<file path="src/rtl/lcd_pkg.sv">
// Shared types and constants for the LCD write arbiter.
//   lcd_state_e   : arbiter FSM states
//   LCD_CMD_*     : HD44780 commands that need the long post-write delay
//   *_DLY_DEF     : default post-write idle cycle counts at 50 MHz
//   is_slow_cmd() : true for commands that take the long delay
package lcd_pkg;

  localparam int unsigned CNT_W = 17;

  localparam logic [7:0] LCD_CMD_CLEAR = 8'h01;
  localparam logic [7:0] LCD_CMD_HOME  = 8'h02;

  localparam int unsigned SHORT_DLY_DEF = 2000;   // 40 us
  localparam int unsigned LONG_DLY_DEF  = 82000;  // 1.64 ms

  typedef enum logic [1:0] {
    StIdle,
    StIssue,
    StWaitDone,
    StDelay
  } lcd_state_e;

  // 0x03 is also "return home": the controller ignores bit 0 of that command.
  function automatic logic is_slow_cmd(input logic rs, input logic [7:0] data);
    return !rs && (data == LCD_CMD_CLEAR || data == LCD_CMD_HOME || data == 8'h03);
  endfunction

endpackage

</file>
<file path="src/rtl/lcd_delay_timer.sv">
// Loadable 17-bit down-counter used for the post-write idle time.
//   clk_i      : clock
//   rst_i      : synchronous active-high reset, clears the count
//   load_i     : load load_val_i (has priority over dec_i)
//   load_val_i : count to load
//   dec_i      : decrement by one, saturating at zero
//   expired_o  : high while the count is 0 or 1, i.e. this is the last counted cycle
module lcd_delay_timer
  import lcd_pkg::*;
(
  input  logic             clk_i,
  input  logic             rst_i,
  input  logic             load_i,
  input  logic [CNT_W-1:0] load_val_i,
  input  logic             dec_i,
  output logic             expired_o
);

  logic [CNT_W-1:0] value_q;

  always_ff @(posedge clk_i) begin
    if (rst_i) begin
      value_q <= '0;
    end else if (load_i) begin
      value_q <= load_val_i;
    end else if (dec_i && (value_q != '0)) begin
      value_q <= value_q - 1'b1;
    end
  end

  // Flagging at 1 rather than 0 lets a loaded count of N span exactly N cycles.
  assign expired_o = (value_q[CNT_W-1:1] == '0);

endmodule

</file>
<file path="src/rtl/lcd_write_arbiter.sv">
// Arbitrates two byte-write requesters onto one LCD byte write engine and
// enforces the controller's post-write idle time.
//   iCLK, iRST        : clock, synchronous active-high reset
//   iREQ0/1           : write requests (held until oACK0/1)
//   iRS0/1, iDATA0/1  : register select and byte of each requester
//   oACK0/1           : one-cycle accept pulse, byte latched
//   oRS, oDATA        : latched register select and byte to the engine
//   oSTART            : level start to the engine, dropped when iDONE is accepted
//   iDONE             : level done from the engine (stale-high until it sees start)
//   oBUSY             : high whenever the arbiter is not idle
module lcd_write_arbiter
  import lcd_pkg::*;
#(
  parameter int unsigned SHORT_DLY = SHORT_DLY_DEF,
  parameter int unsigned LONG_DLY  = LONG_DLY_DEF
) (
  input  logic       iCLK,
  input  logic       iRST,
  input  logic       iREQ0,
  input  logic       iREQ1,
  input  logic       iRS0,
  input  logic       iRS1,
  input  logic [7:0] iDATA0,
  input  logic [7:0] iDATA1,
  output logic       oACK0,
  output logic       oACK1,
  output logic       oRS,
  output logic [7:0] oDATA,
  output logic       oSTART,
  input  logic       iDONE,
  output logic       oBUSY
);

  localparam logic [CNT_W-1:0] ShortVal = CNT_W'(SHORT_DLY);
  localparam logic [CNT_W-1:0] LongVal  = CNT_W'(LONG_DLY);

  lcd_state_e state_q;
  logic       last_q;   // requester granted last time
  logic       mask_q;   // first WAIT_DONE cycle: iDONE may still be the stale level
  logic       ack0_q;
  logic       ack1_q;
  logic       rs_q;
  logic [7:0] data_q;
  logic       start_q;

  logic             gnt1;
  logic             done_accept;
  logic             dly_expired;
  logic [CNT_W-1:0] dly_val;

  // Round-robin on a tie: the requester not granted last time wins.
  always_comb begin
    gnt1 = iREQ1;
    if (iREQ0 && iREQ1) begin
      gnt1 = ~last_q;
    end
  end

  assign done_accept = (state_q == StWaitDone) && !mask_q && iDONE;
  assign dly_val     = is_slow_cmd(rs_q, data_q) ? LongVal : ShortVal;

  lcd_delay_timer u_delay_timer (
    .clk_i      (iCLK),
    .rst_i      (iRST),
    .load_i     (done_accept),
    .load_val_i (dly_val),
    .dec_i      (state_q == StDelay),
    .expired_o  (dly_expired)
  );

  always_ff @(posedge iCLK) begin
    if (iRST) begin
      state_q <= StIdle;
      last_q  <= 1'b1;
      mask_q  <= 1'b0;
      ack0_q  <= 1'b0;
      ack1_q  <= 1'b0;
      rs_q    <= 1'b0;
      data_q  <= 8'h00;
      start_q <= 1'b0;
    end else begin
      ack0_q <= 1'b0;
      ack1_q <= 1'b0;
      unique case (state_q)
        StIdle: begin
          if (iREQ0 || iREQ1) begin
            state_q <= StIssue;
            start_q <= 1'b1;
            last_q  <= gnt1;
            if (gnt1) begin
              ack1_q <= 1'b1;
              rs_q   <= iRS1;
              data_q <= iDATA1;
            end else begin
              ack0_q <= 1'b1;
              rs_q   <= iRS0;
              data_q <= iDATA0;
            end
          end
        end
        StIssue: begin
          state_q <= StWaitDone;
          mask_q  <= 1'b1;
        end
        StWaitDone: begin
          if (mask_q) begin
            mask_q <= 1'b0;
          end else if (iDONE) begin
            start_q <= 1'b0;
            state_q <= StDelay;
          end
        end
        StDelay: begin
          if (dly_expired) begin
            state_q <= StIdle;
          end
        end
        default: state_q <= StIdle;
      endcase
    end
  end

  assign oACK0  = ack0_q;
  assign oACK1  = ack1_q;
  assign oRS    = rs_q;
  assign oDATA  = data_q;
  assign oSTART = start_q;
  assign oBUSY  = (state_q != StIdle);

endmodule

</file>
<file path="config.mk">
export PLATFORM = sky130hd
export DESIGN_NAME = lcd_write_arbiter
export DESIGN_NICKNAME = d
export VERILOG_FILES = /design/src/rtl/lcd_pkg.sv /design/src/rtl/lcd_delay_timer.sv /design/src/rtl/lcd_write_arbiter.sv
export SDC_FILE = /design/constraint.sdc
export NUM_CORES = 1
export LEC_CHECK = 0
export ABC_AREA = 1
export ABC_CLOCK_PERIOD_IN_PS = 1930
export BUFFER_PORTS_ARGS = -buffer_cell sky130_fd_sc_hd__buf_4
export CORE_UTILIZATION = 35
export DETAILED_ROUTE_END_ITERATION = 7
export PLACE_DENSITY = 0.65
export SYNTH_ARGS = -nofsm -noshare
export SYNTH_HDL_FRONTEND = slang
export SYNTH_SLANG_ARGS = --single-unit
</file>
<file path="constraint.sdc">
create_clock -name iCLK -period 1.93 [get_ports iCLK]
set_clock_uncertainty 0.2 [all_clocks]
set_input_delay 0.2895 -clock iCLK [delete_from_list [all_inputs] [get_ports iCLK]]
set_output_delay 0.2895 -clock iCLK [all_outputs]
set_load 0.02 [all_outputs]
</file>
==> summary.md, run 1 <==
| Metric | Value |
|---|---|
| Antenna Nets Post-Route | 0 |
| Post-Synth Simple-Gate Area | 37.6% |
| Drc violations | 0 |
| CTS tree | yes |
| Worst Path Required | 1.90 ns |
| Worst VDD drop | 755 µV |
| Critical path startpoint category | register |
| Power per Cell Area | 2020 mW/mm² |
| Ys Warns | 0 |
| Starting density of the core | 36.2% |
| Core area | 0.00511 mm² |
| Detailed Routing Iterations Pass 1 | 4 |
| Outcome | finished clean |
| Total gr overflow | 0 |
| Multi-input gate area | 0.00107 mm² |
| Post-Syn Nets | 296 |
| Final setup viols | 0 |
| Via count | 1,781 |
| Initial antenna violation count | 0 |
| CP endpoint kind | register |
| CTS H-tree depth | 2 |
| CP Class | register to register |
| Pre-CTS setup slack | 0.101 ns |
| Reg clk slew, reported paths | 0.06 ns |
| Post-Synthesis Cells | 268 |
| Synth Flop Type | dfxtp_1 |
| DRT Wirelength | 4.20 mm |
| Post-route insts no fill | 381 |
| Global-route wire length before repair | 7.33 mm |
| Min Hold Slack | 0.0176 ns |
| Setup TNS | 0 ns |
| Top-Level Pins | 36 |
| Global Route Usage Sum | 17.5% |
| DP HPWL | 3.31 mm |
| DP Cell Count | 373 |
| Sequential share of the synthesized area | 35.7% |
| # nets final | 339 |
| Netlist cell types | 30 |
| Die Ht | 74.7 µm |
| Leakage | 1.10 nW |
| Number of synthesized flops with an enable pin | 0 |
| Overall power | 4.68 mW |
| Detailed-route wire length per cell | 11.0 µm |
| Synth area leaders | dfxtp_1 36%, nand2_1 12%, nand3_1 7.6%, nor2_1 7.5%, a21oi_1 4.9% |
| Post-Synth XOR/XNOR Area | 1.89% |
| FF-to-FF Start | u_delay_timer.value_q[0] |
| Hold Crit Start | iDATA1[7] |
| Clk sinks | 33 |
| Max Root-Sink Buffers | 2 |
| Port Buffers | 35 |
| Synth top cells by count | 61 x nand2_1, 37 x nor2_1, 33 x dfxtp_1 |
| Origin of the worst setup path | u_delay_timer.value_q[0] |
| CTS Buf Count | 5 |
| Largest family of logic cells by synthesized area | simple AND/OR/NAND/NOR gates |
| Worst endpoint data arrival time | 1.76 ns |
| Fillers | 539 |
| MaxCap Viol Count | 0 |
| Most frequent cell after synthesis | nand2_1 |
| Final WS setup | 0.142 ns |
| Mapped Area | 0.00185 mm² |
| Asr flop ratio synth | 0% |
| Top cell type's share of synthesized area | 35.7% |
| DIE WIDTH | 74.7 µm |
| Yosys reg bits | 33 |
| Yosys top cell by area | dfxtp_1 |
| Max-slew violations | 0 |
| Core Rows | 26 |
| N_diodes | 0 |
| Routability cong. | 0.843 |
| Final hold vios | 0 |
| Placed cell area | 0.00221 mm² |
| CTS Root Buffer Type | clkbuf_8 |
| Die area | 0.00558 mm² |
| Max-slew headroom | 71.7% |
| Sequential cell area | 661 µm² |
| Top fanout value on the critical path | 15 |
| Vias in the first global route | 1,613 |
| Clk Latency, worst-skew pair | 0.28 ns |
| Vias/cell | 4.67 |
| Area delta synth->final | 25.2% |
| Largest net degree at the start of global routing | 17 |
| Share of layout cells above drive strength 1 | 21.5% |
| Proportion of synthesized area in mux cells | 0% |
| Worst Hold Class | primary input to register |
| Core occupancy in the finished layout | 45.3% |
| Average size of a mapped cell | 6.90 µm² |
| Fmax | 0.559 GHz |
| Detailed Route Iter0 Violations | 114 |
| Complex-gate fraction of the synthesized area | 14.2% |
| RSZ-0062 raised after global routing | no |
| Final instance area | 0.00232 mm² |
| Min Tclk post-route | 1.79 ns |
| Worst Tran Pin Value | 0.422 ns |
| Adder-Cell Fraction of Synth Area | 3.38% |
| Fin crit share | 92.6% |
## power breakdown
group	switching (mW)	total (mW)	internal (mW)
clock	0.239	0.522	0.283
sequential	0.213	1.13	0.916
combinational	1.87	3.03	1.16
total	2.32	4.68	2.36
## metal layers
metal / share of wire [%] / vias to the layer above / wire length (µm) / global-route usage, %
li1: - / 959 / - / -
met1: 48 / 757 / 2000 / 22.7
met2: 46 / 58 / 1930 / 27.8
met3: 5.0 / 7 / 211 / 4.82
met4: 1.5 / 0 / 64 / 6.29
met5: 0 / - / 0 / 0
## worst paths after layout
kind	end	slack (ns)	cells past startpoint
worst max-delay path	u_delay_timer.value_q[9]	0.14	9
worst min-delay path	oDATA[7]	0.02	3
worst max register to register	u_delay_timer.value_q[9]	0.14	9
worst min register to register	u_delay_timer.value_q[0]	0.27	2
## registers in the layout (all words and copies together) (netlist names)
name,count
last_q,1
mask_q,1
oACK0,1
oACK1,1
oDATA,8
oRS,1
oSTART,1
state_q,2
u_delay_timer.value_q,17
## layout by cell type (no fill, tap or decap), types with 5 or more instances in the layout
| cell | instances |
|---|---|
| a31oi_1 | 7 |
| o21ai_0 | 14 |
| nor2_2 | 5 |
| inv_1 | 23 |
| nand3_1 | 28 |
| clkbuf_8 | 6 |
| dfxtp_1 | 33 |
| buf_4 | 41 |
| nand2_1 | 60 |
| nor2_1 | 37 |
| a21oi_1 | 18 |
## what timing repair did
action | CTS | global route
endpoints found under the setup margin | 0 | 5
hold endpoints to repair | 0 | 1
buffers inserted | 0 | 0
hold buffers | 0 | 1
gates resized for setup | 0 | 3
## kinds of logic (layout without fill, tap and decap cells)
kind of cell / count (synthesis) / in the layout
AND/OR/NAND/NOR: 148 / 148
AO/OA/AOI/OAI: 48 / 48
flip-flops: 33 / 33
buffers and inverters: 30 / 73
adder cells (fa/ha/maj): 5 / 5
XOR/XNOR: 4 / 4
## final cells by class
| type | instances | area share (%) |
|---|---|---|
| Sequential cell | 33 | 28.5 |
| Tap cell | 70 | 3.78 |
| Multi-Input combinational cell | 205 | 46.1 |
| Timing Repair Buffer | 42 | 13.7 |
| Clock buffer | 7 | 3.73 |
| Inverter | 24 | 4.11 |
## worst max-delay path, stage by stage (launching register included)
cell and delay, ns:
dfxtp_1 0.31, inv_1 0.11, ha_2 0.23, nand2_4 0.09
nor2_8 0.16, nand3_4 0.11, nand2_8 0.12, nand2_4 0.12
o21ai_0 0.17, nor2_1 0.06
Note: power is estimated with default switching activity, not from simulation.
==> run 2, diff against run 1 <==
- REMOVE_ABC_BUFFERS: default -> 1
==> run 2 against run 1 <==
- sequential power is essentially flat
- cell count stayed put
- clock power is 50% higher
- die area stayed put
- sequential share of layout area shrank 0.56 points
- critical path depth decreased by 1
- sequential cell count unchanged
- critical endpoint unchanged
==> summary.md, run 2 (same netlist as run 1, synthesis figures left out) <==
| Metric | Value |
|---|---|
| Final WS setup | 0.168 ns (was 0.142 ns) |
| Largest net degree at the start of global routing | 17 (unchanged) |
| Reg2Reg Setup Slack | 0.17 ns (was 0.14 ns) |
| NetSw | 2.32 mW (about the same) |
| # nets final | 338 (was 339) |
| Multi-input gate area | 0.00107 mm² (about the same) |
| Worst Tran Pin Value | 0.462 ns (was 0.422 ns) |
| Power per Cell Area | 2080 mW/mm² (was 2020 mW/mm²) |
| Global Route Usage Sum | 17.9% (was 17.5%) |
| Overall power | 4.91 mW (was 4.68 mW) |
| Worst endpoint data arrival time | 1.74 ns (was 1.76 ns) |
| Worst Path Required | 1.91 ns (was 1.90 ns) |
| Vias in the first global route | 1,823 (was 1,613) |
| CTS Buf Count | 5 (unchanged) |
| Worst path slowest cell | dfxtp_1 (unchanged) |
| Share of layout cells above drive strength 1 | 21.5% (unchanged) |
| DP Cell Count | 372 (was 373) |
| Antenna Nets Post-Route | 0 (unchanged) |
| Number of flip-flops in the largest register | 17 (unchanged) |
| Detailed-route wire length per cell | 11.6 µm (was 11.0 µm) |
| Placed cell area | 0.00220 mm² (was 0.00221 mm²) |
| DIE WIDTH | 74.7 µm (unchanged) |
| Port Buffers | 35 (unchanged) |
| Sequential cell area | 661 µm² (unchanged) |
| Crit-path cells | inv_1, ha_1, nand2_1, inv_1, o21ai_1, nand2_1, nor2_1, nor2_1 (was inv_1, ha_2, nand2_4, nor2_8, nand3_4, nand2_8, nand2_4, o21ai_0, nor2_1) |
| Detailed Routing Iterations Pass 1 | 5 (was 4) |
| Fillers | 539 (unchanged) |
| RSZ-0062 raised after global routing | no (unchanged) |
| Max Root-Sink Buffers | 2 (unchanged) |
| DRT Wirelength | 4.42 mm (was 4.20 mm) |
| Die Ht | 74.7 µm (unchanged) |
| Starting density of the core | 36.2% (unchanged) |
| Core area | 0.00511 mm² (unchanged) |
| Final setup viols | 0 (unchanged) |
| Outcome | finished clean (unchanged) |
| Clk Latency, worst-skew pair | 0.29 ns (was 0.28 ns) |
| Worst Hold Class | primary input to register (unchanged) |
| Core Rows | 26 (unchanged) |
| Sw frac | 47.2% (was 49.6%) |
| Initial antenna violation count | 0 (unchanged) |
| Area delta synth->final | 27.7% (was 25.2%) |
| DP HPWL | 3.34 mm (was 3.31 mm) |
| Clk sinks | 33 (unchanged) |
| Leakage | 1.13 nW (was 1.10 nW) |
| CP endpoint kind | register (unchanged) |
| CTS H-tree depth | 2 (unchanged) |
| N_diodes | 0 (unchanged) |
| Fin crit share | 91.3% (was 92.6%) |
| Max-slew headroom | 69.0% (was 71.7%) |
| Reg power frac | 23.0% (was 24.1%) |
| CTS Root Buffer Type | clkbuf_8 (unchanged) |
| Fmax | 0.568 GHz (was 0.559 GHz) |
| Commonest non-fill, non-tap cell in the layout | nand2_1 (unchanged) |
| Setup TNS | 0 ns (unchanged) |
| Detailed Route Iter0 Violations | 160 (was 114) |
| Max incr delay on CP | 0.35 ns (was 0.31 ns) |
| Comb power frac | 61.1% (was 64.7%) |
| Internal | 2.59 mW (was 2.36 mW) |
| Critical path startpoint category | register (unchanged) |
| Clock power frac | 15.9% (was 11.1%) |
| Die area | 0.00558 mm² (unchanged) |
| Postcts setup bufs | 0 (unchanged) |
| Vias/cell | 4.85 (was 4.67) |
| CTS tree | yes (unchanged) |
| Global-route wire length before repair | 7.68 mm (was 7.33 mm) |
| Top fanout value on the critical path | 8 (was 15) |
| Routability cong. | 0.833 (was 0.843) |
| Final hold vios | 0 (unchanged) |
| Reg clk slew, reported paths | 0.07 ns (was 0.06 ns) |
| Worst VDD drop | 687 µV (was 755 µV) |
| Pre-CTS setup slack | 0.0900 ns (was 0.101 ns) |
| Max-slew violations | 0 (unchanged) |
| MaxCap Viol Count | 0 (unchanged) |
| Commonest cells after routing, fill and taps aside | 61 x nand2_1, 38 x buf_4, 37 x nor2_1 (was 60 x nand2_1, 41 x buf_4, 37 x nor2_1) |
| Min Tclk post-route | 1.76 ns (was 1.79 ns) |
| Top-Level Pins | 36 (unchanged) |
| Drc violations | 0 (unchanged) |
| Post-route insts no fill | 381 (unchanged) |
| Total gr overflow | 0 (unchanged) |
| Final instance area | 0.00236 mm² (was 0.00232 mm²) |
| Via count | 1,849 (was 1,781) |
| CP Class | register to register (unchanged) |
| Most flops, register | u_delay_timer.value_q (unchanged) |
==> run 2: area by class of cell <==
type,count,share of cell area [%]
Multi-Input combinational cell,205,45.2
Sequential cell,33,28.0
Timing Repair Buffer,41,13.5
Inverter,24,4.03
Tap cell,70,3.71
Clock buffer,5,2.91
Clock inverter,3,2.75
==> run 2: timing repair <==
action | in CTS | in global routing
gates resized for setup | 0 | 4
hold buffers | 1 | 0
hold endpoints to repair | 1 | 0
endpoints found under the setup margin | 0 | 4
==> run 2: critical path: cells and delay by family, from the launching register on <==
| family | cells | cell delay [ns] |
|---|---|---|
| DFF | 1 | 0.35 |
| and+or+nand+nor | 4 | 0.43 |
| buffers and inverters | 2 | 0.22 |
| adders and majority gates | 1 | 0.27 |
| AOI/OAI and AO/OA | 1 | 0.17 |
==> run 2: worst paths after layout <==
| kind | end | from | depth (start not counted) |
|---|---|---|---|
| worst min register to register | u_delay_timer.value_q[0] | u_delay_timer.value_q[0] | 2 |
| worst min-delay path | oRS | iRS1 | 3 |
| worst max register to register | u_delay_timer.value_q[9] | state_q[0] | 8 |
| worst max-delay path | u_delay_timer.value_q[9] | state_q[0] | 8 |
==> run 2: metrics by stage <==
step	utilization, %	hold WS, ns
floorplan	-	0.159
global placement	43.0	0.256
detailed placement	43.0	0.257
CTS	45.9	0.00475
global route	46.3	0.00641
finish	46.3	0.00449
==> run 2: power by group through the flow <==
stage	Clock (mW)	Sequential [mW]	Combinational, mW
after global routing	0.824	1.17	3.41
after CTS	0.793	1.13	2.98
final	0.782	1.13	3.00
after floorplan	0	1.19	2.20
after detailed placement	0	1.14	2.97
after global placement	0	1.13	2.99
==> run 2: metal layers <==
metal | global-route usage, % | vias to the layer above | share of wire (%)
li1 | - | 960 | -
met1 | 20.1 | 831 | 44
met2 | 32.0 | 50 | 48
met3 | 6.43 | 8 | 6.8
met4 | 5.03 | 0 | 1.5
met5 | 0 | - | 0
==> run 3, diff against run 2 <==
- CORE_MARGIN: default -> 2
==> run 3 against run 2 <==
- global-route usage fell by 2.2 points
- utilization is 0.098 points lower
- clock power fell by 13%
==> summary.md, run 3 (same netlist as run 1, synthesis figures left out) <==
| Metric | Value |
|---|---|
| # nets final | 341 (was 338) |
| Via count | 1,848 (was 1,849) |
| Postcts setup bufs | 0 (unchanged) |
| Max-slew violations | 0 (unchanged) |
| Power per Cell Area | 2030 mW/mm² (was 2080 mW/mm²) |
| CP Class | register to register (unchanged) |
| Worst endpoint data arrival time | 1.78 ns (was 1.74 ns) |
| MaxCap Viol Count | 0 (unchanged) |
| Total gr overflow | 0 (unchanged) |
| Sequential cell area | 661 µm² (unchanged) |
| CTS Buf Count | 5 (unchanged) |
| Commonest non-fill, non-tap cell in the layout | nand2_1 (unchanged) |
| Worst Hold Class | primary input to register (unchanged) |
| N_diodes | 0 (unchanged) |
| Clk sinks | 33 (unchanged) |
| Max Root-Sink Buffers | 2 (unchanged) |
| Share of layout cells above drive strength 1 | 22.3% (was 21.5%) |
| CP Buf/Inv Count | 1 (was 2) |
| DRT Wirelength | 4.34 mm (was 4.42 mm) |
| Clk Latency, worst-skew pair | 0.28 ns (was 0.29 ns) |
| Routability cong. | 0.882 (was 0.833) |
| Vias in the first global route | 1,808 (was 1,823) |
| Multi-input gate area | 0.00106 mm² (was 0.00107 mm²) |
| Vias/cell | 4.81 (was 4.85) |
| Starting density of the core | 36.2% (unchanged) |
| Detailed Route Iter0 Violations | 92 (was 160) |
| Detailed-route wire length per cell | 11.3 µm (was 11.6 µm) |
| Max-slew headroom | 72.1% (was 69.0%) |
| Min Tclk post-route | 1.76 ns (about the same) |
| Initial antenna violation count | 0 (unchanged) |
| Global-route wire length before repair | 7.71 mm (was 7.68 mm) |
| Fmax | 0.569 GHz (was 0.568 GHz) |
| Top-Level Pins | 36 (unchanged) |
| Most flops, register | u_delay_timer.value_q (unchanged) |
| Fillers | 551 (was 539) |
| DIE WIDTH | 76.7 µm (was 74.7 µm) |
| Worst Path Required | 1.95 ns (was 1.91 ns) |
| Outcome | finished clean (unchanged) |
| Setup TNS | 0 ns (unchanged) |
| Core Rows | 26 (unchanged) |
| Final hold vios | 0 (unchanged) |
| Port Buffers | 35 (unchanged) |
| Fin crit share | 91.1% (was 91.3%) |
| DP HPWL | 3.38 mm (was 3.34 mm) |
| Antenna Nets Post-Route | 0 (unchanged) |
| RSZ-0062 raised after global routing | no (unchanged) |
| Max incr delay on CP | 0.32 ns (was 0.35 ns) |
| Commonest cells after routing, fill and taps aside | 61 x nand2_1, 42 x buf_4, 37 x nor2_1 (was 61 x nand2_1, 38 x buf_4, 37 x nor2_1) |
| Worst path slowest cell | dfxtp_1 (unchanged) |
| Post-route insts no fill | 384 (was 381) |
| Area delta synth->final | 27.5% (was 27.7%) |
| CP most frequent cell | nand2_4 |
| CTS H-tree depth | 2 (unchanged) |
| CTS Root Buffer Type | clkbuf_8 (unchanged) |
| Die area | 0.00588 mm² (was 0.00558 mm²) |
| Core area | 0.00511 mm² (unchanged) |
| Largest net degree at the start of global routing | 17 (unchanged) |
| Critical path startpoint category | register (unchanged) |
| Top fanout value on the critical path | 15 (was 8) |
| Die Ht | 76.7 µm (was 74.7 µm) |
| DP Cell Count | 375 (was 372) |
| CP delay by family, top | simple AND/OR/NAND/NOR gates (unchanged) |
| CTS tree | yes (unchanged) |
| Drc violations | 0 (unchanged) |
| Leakage | 1.14 nW (was 1.13 nW) |
| Worst VDD drop | 772 µV (was 687 µV) |
| CP endpoint kind | register (unchanged) |
| Detailed Routing Iterations Pass 1 | 4 (was 5) |
| Global Route Usage Sum | 15.7% (was 17.9%) |
| Final setup viols | 0 (unchanged) |
| Worst Tran Pin Value | 0.416 ns (was 0.462 ns) |
| Number of flip-flops in the largest register | 17 (unchanged) |
| Crit-path cells | inv_1, ha_2, nand2_4, nor2_8, nand3_4, nand2_4, nand2_4, nand2_1, nor2_1, nor2_1 (was inv_1, ha_1, nand2_1, inv_1, o21ai_1, nand2_1, nor2_1, nor2_1) |
| Reg clk slew, reported paths | 0.07 ns (about the same) |
## run 3: power by group
group / internal (mW) / switching (mW)
logic: 1.17 / 1.81
registers: 0.915 / 0.206
clock network: 0.420 / 0.258
total: 2.50 / 2.28
## run 3: path summary, 6_finish.rpt
kind,start,to,slack [ns],cells after the start
min reg2reg,oSTART,oSTART,0.29,2
max reg2reg,u_delay_timer.value_q[0],u_delay_timer.value_q[10],0.17,10
min,iDATA1[7],oDATA[7],0.01,3
max,u_delay_timer.value_q[0],u_delay_timer.value_q[10],0.17,10
## run 3: layout make-up
cell class,instances,area share (%)
Inverter,24,4.03
Sequential cell,33,28.0
Tap cell,70,3.72
Multi-Input combinational cell,205,44.9
Clock buffer,6,3.50
Clock inverter,2,1.59
Timing Repair Buffer,44,14.3
## run 3: repair_timing
action	in CTS	in global routing
gates resized for setup	0	2
hold endpoints to repair	1	0
hold buffers	1	0
setup endpoints to repair	0	1
## run 3: tightest hold or removal path: cells and delay by family
| kind | cells | cell delay, ns |
|---|---|---|
| buffers and inverters | 1 | 0.08 |
| and+or+nand+nor | 2 | 0.10 |
## run 3: metal layers
metal | vias to the layer above | part of all wire (%) | track usage [%]
li1 | 972 | - | -
met1 | 814 | 47 | 19.9
met2 | 56 | 45 | 26.2
met3 | 6 | 6.7 | 4.35
met4 | 0 | 1.2 | 4.00
met5 | - | 0 | 0
## run 3: through the flow
stage,worst slack (ns),hold slack [ns],util [%],total power [mW],instance area (µm²)
floorplan,0.0302,0.159,-,3.39,1810
global placement,0.168,0.260,43.5,4.08,2220
detailed placement,0.134,0.263,43.5,4.10,2220
CTS,0.117,0.00559,46.0,4.80,2350
global route,0.00132,0.0152,46.2,5.28,2360
finish,0.171,0.0125,46.2,4.78,2360
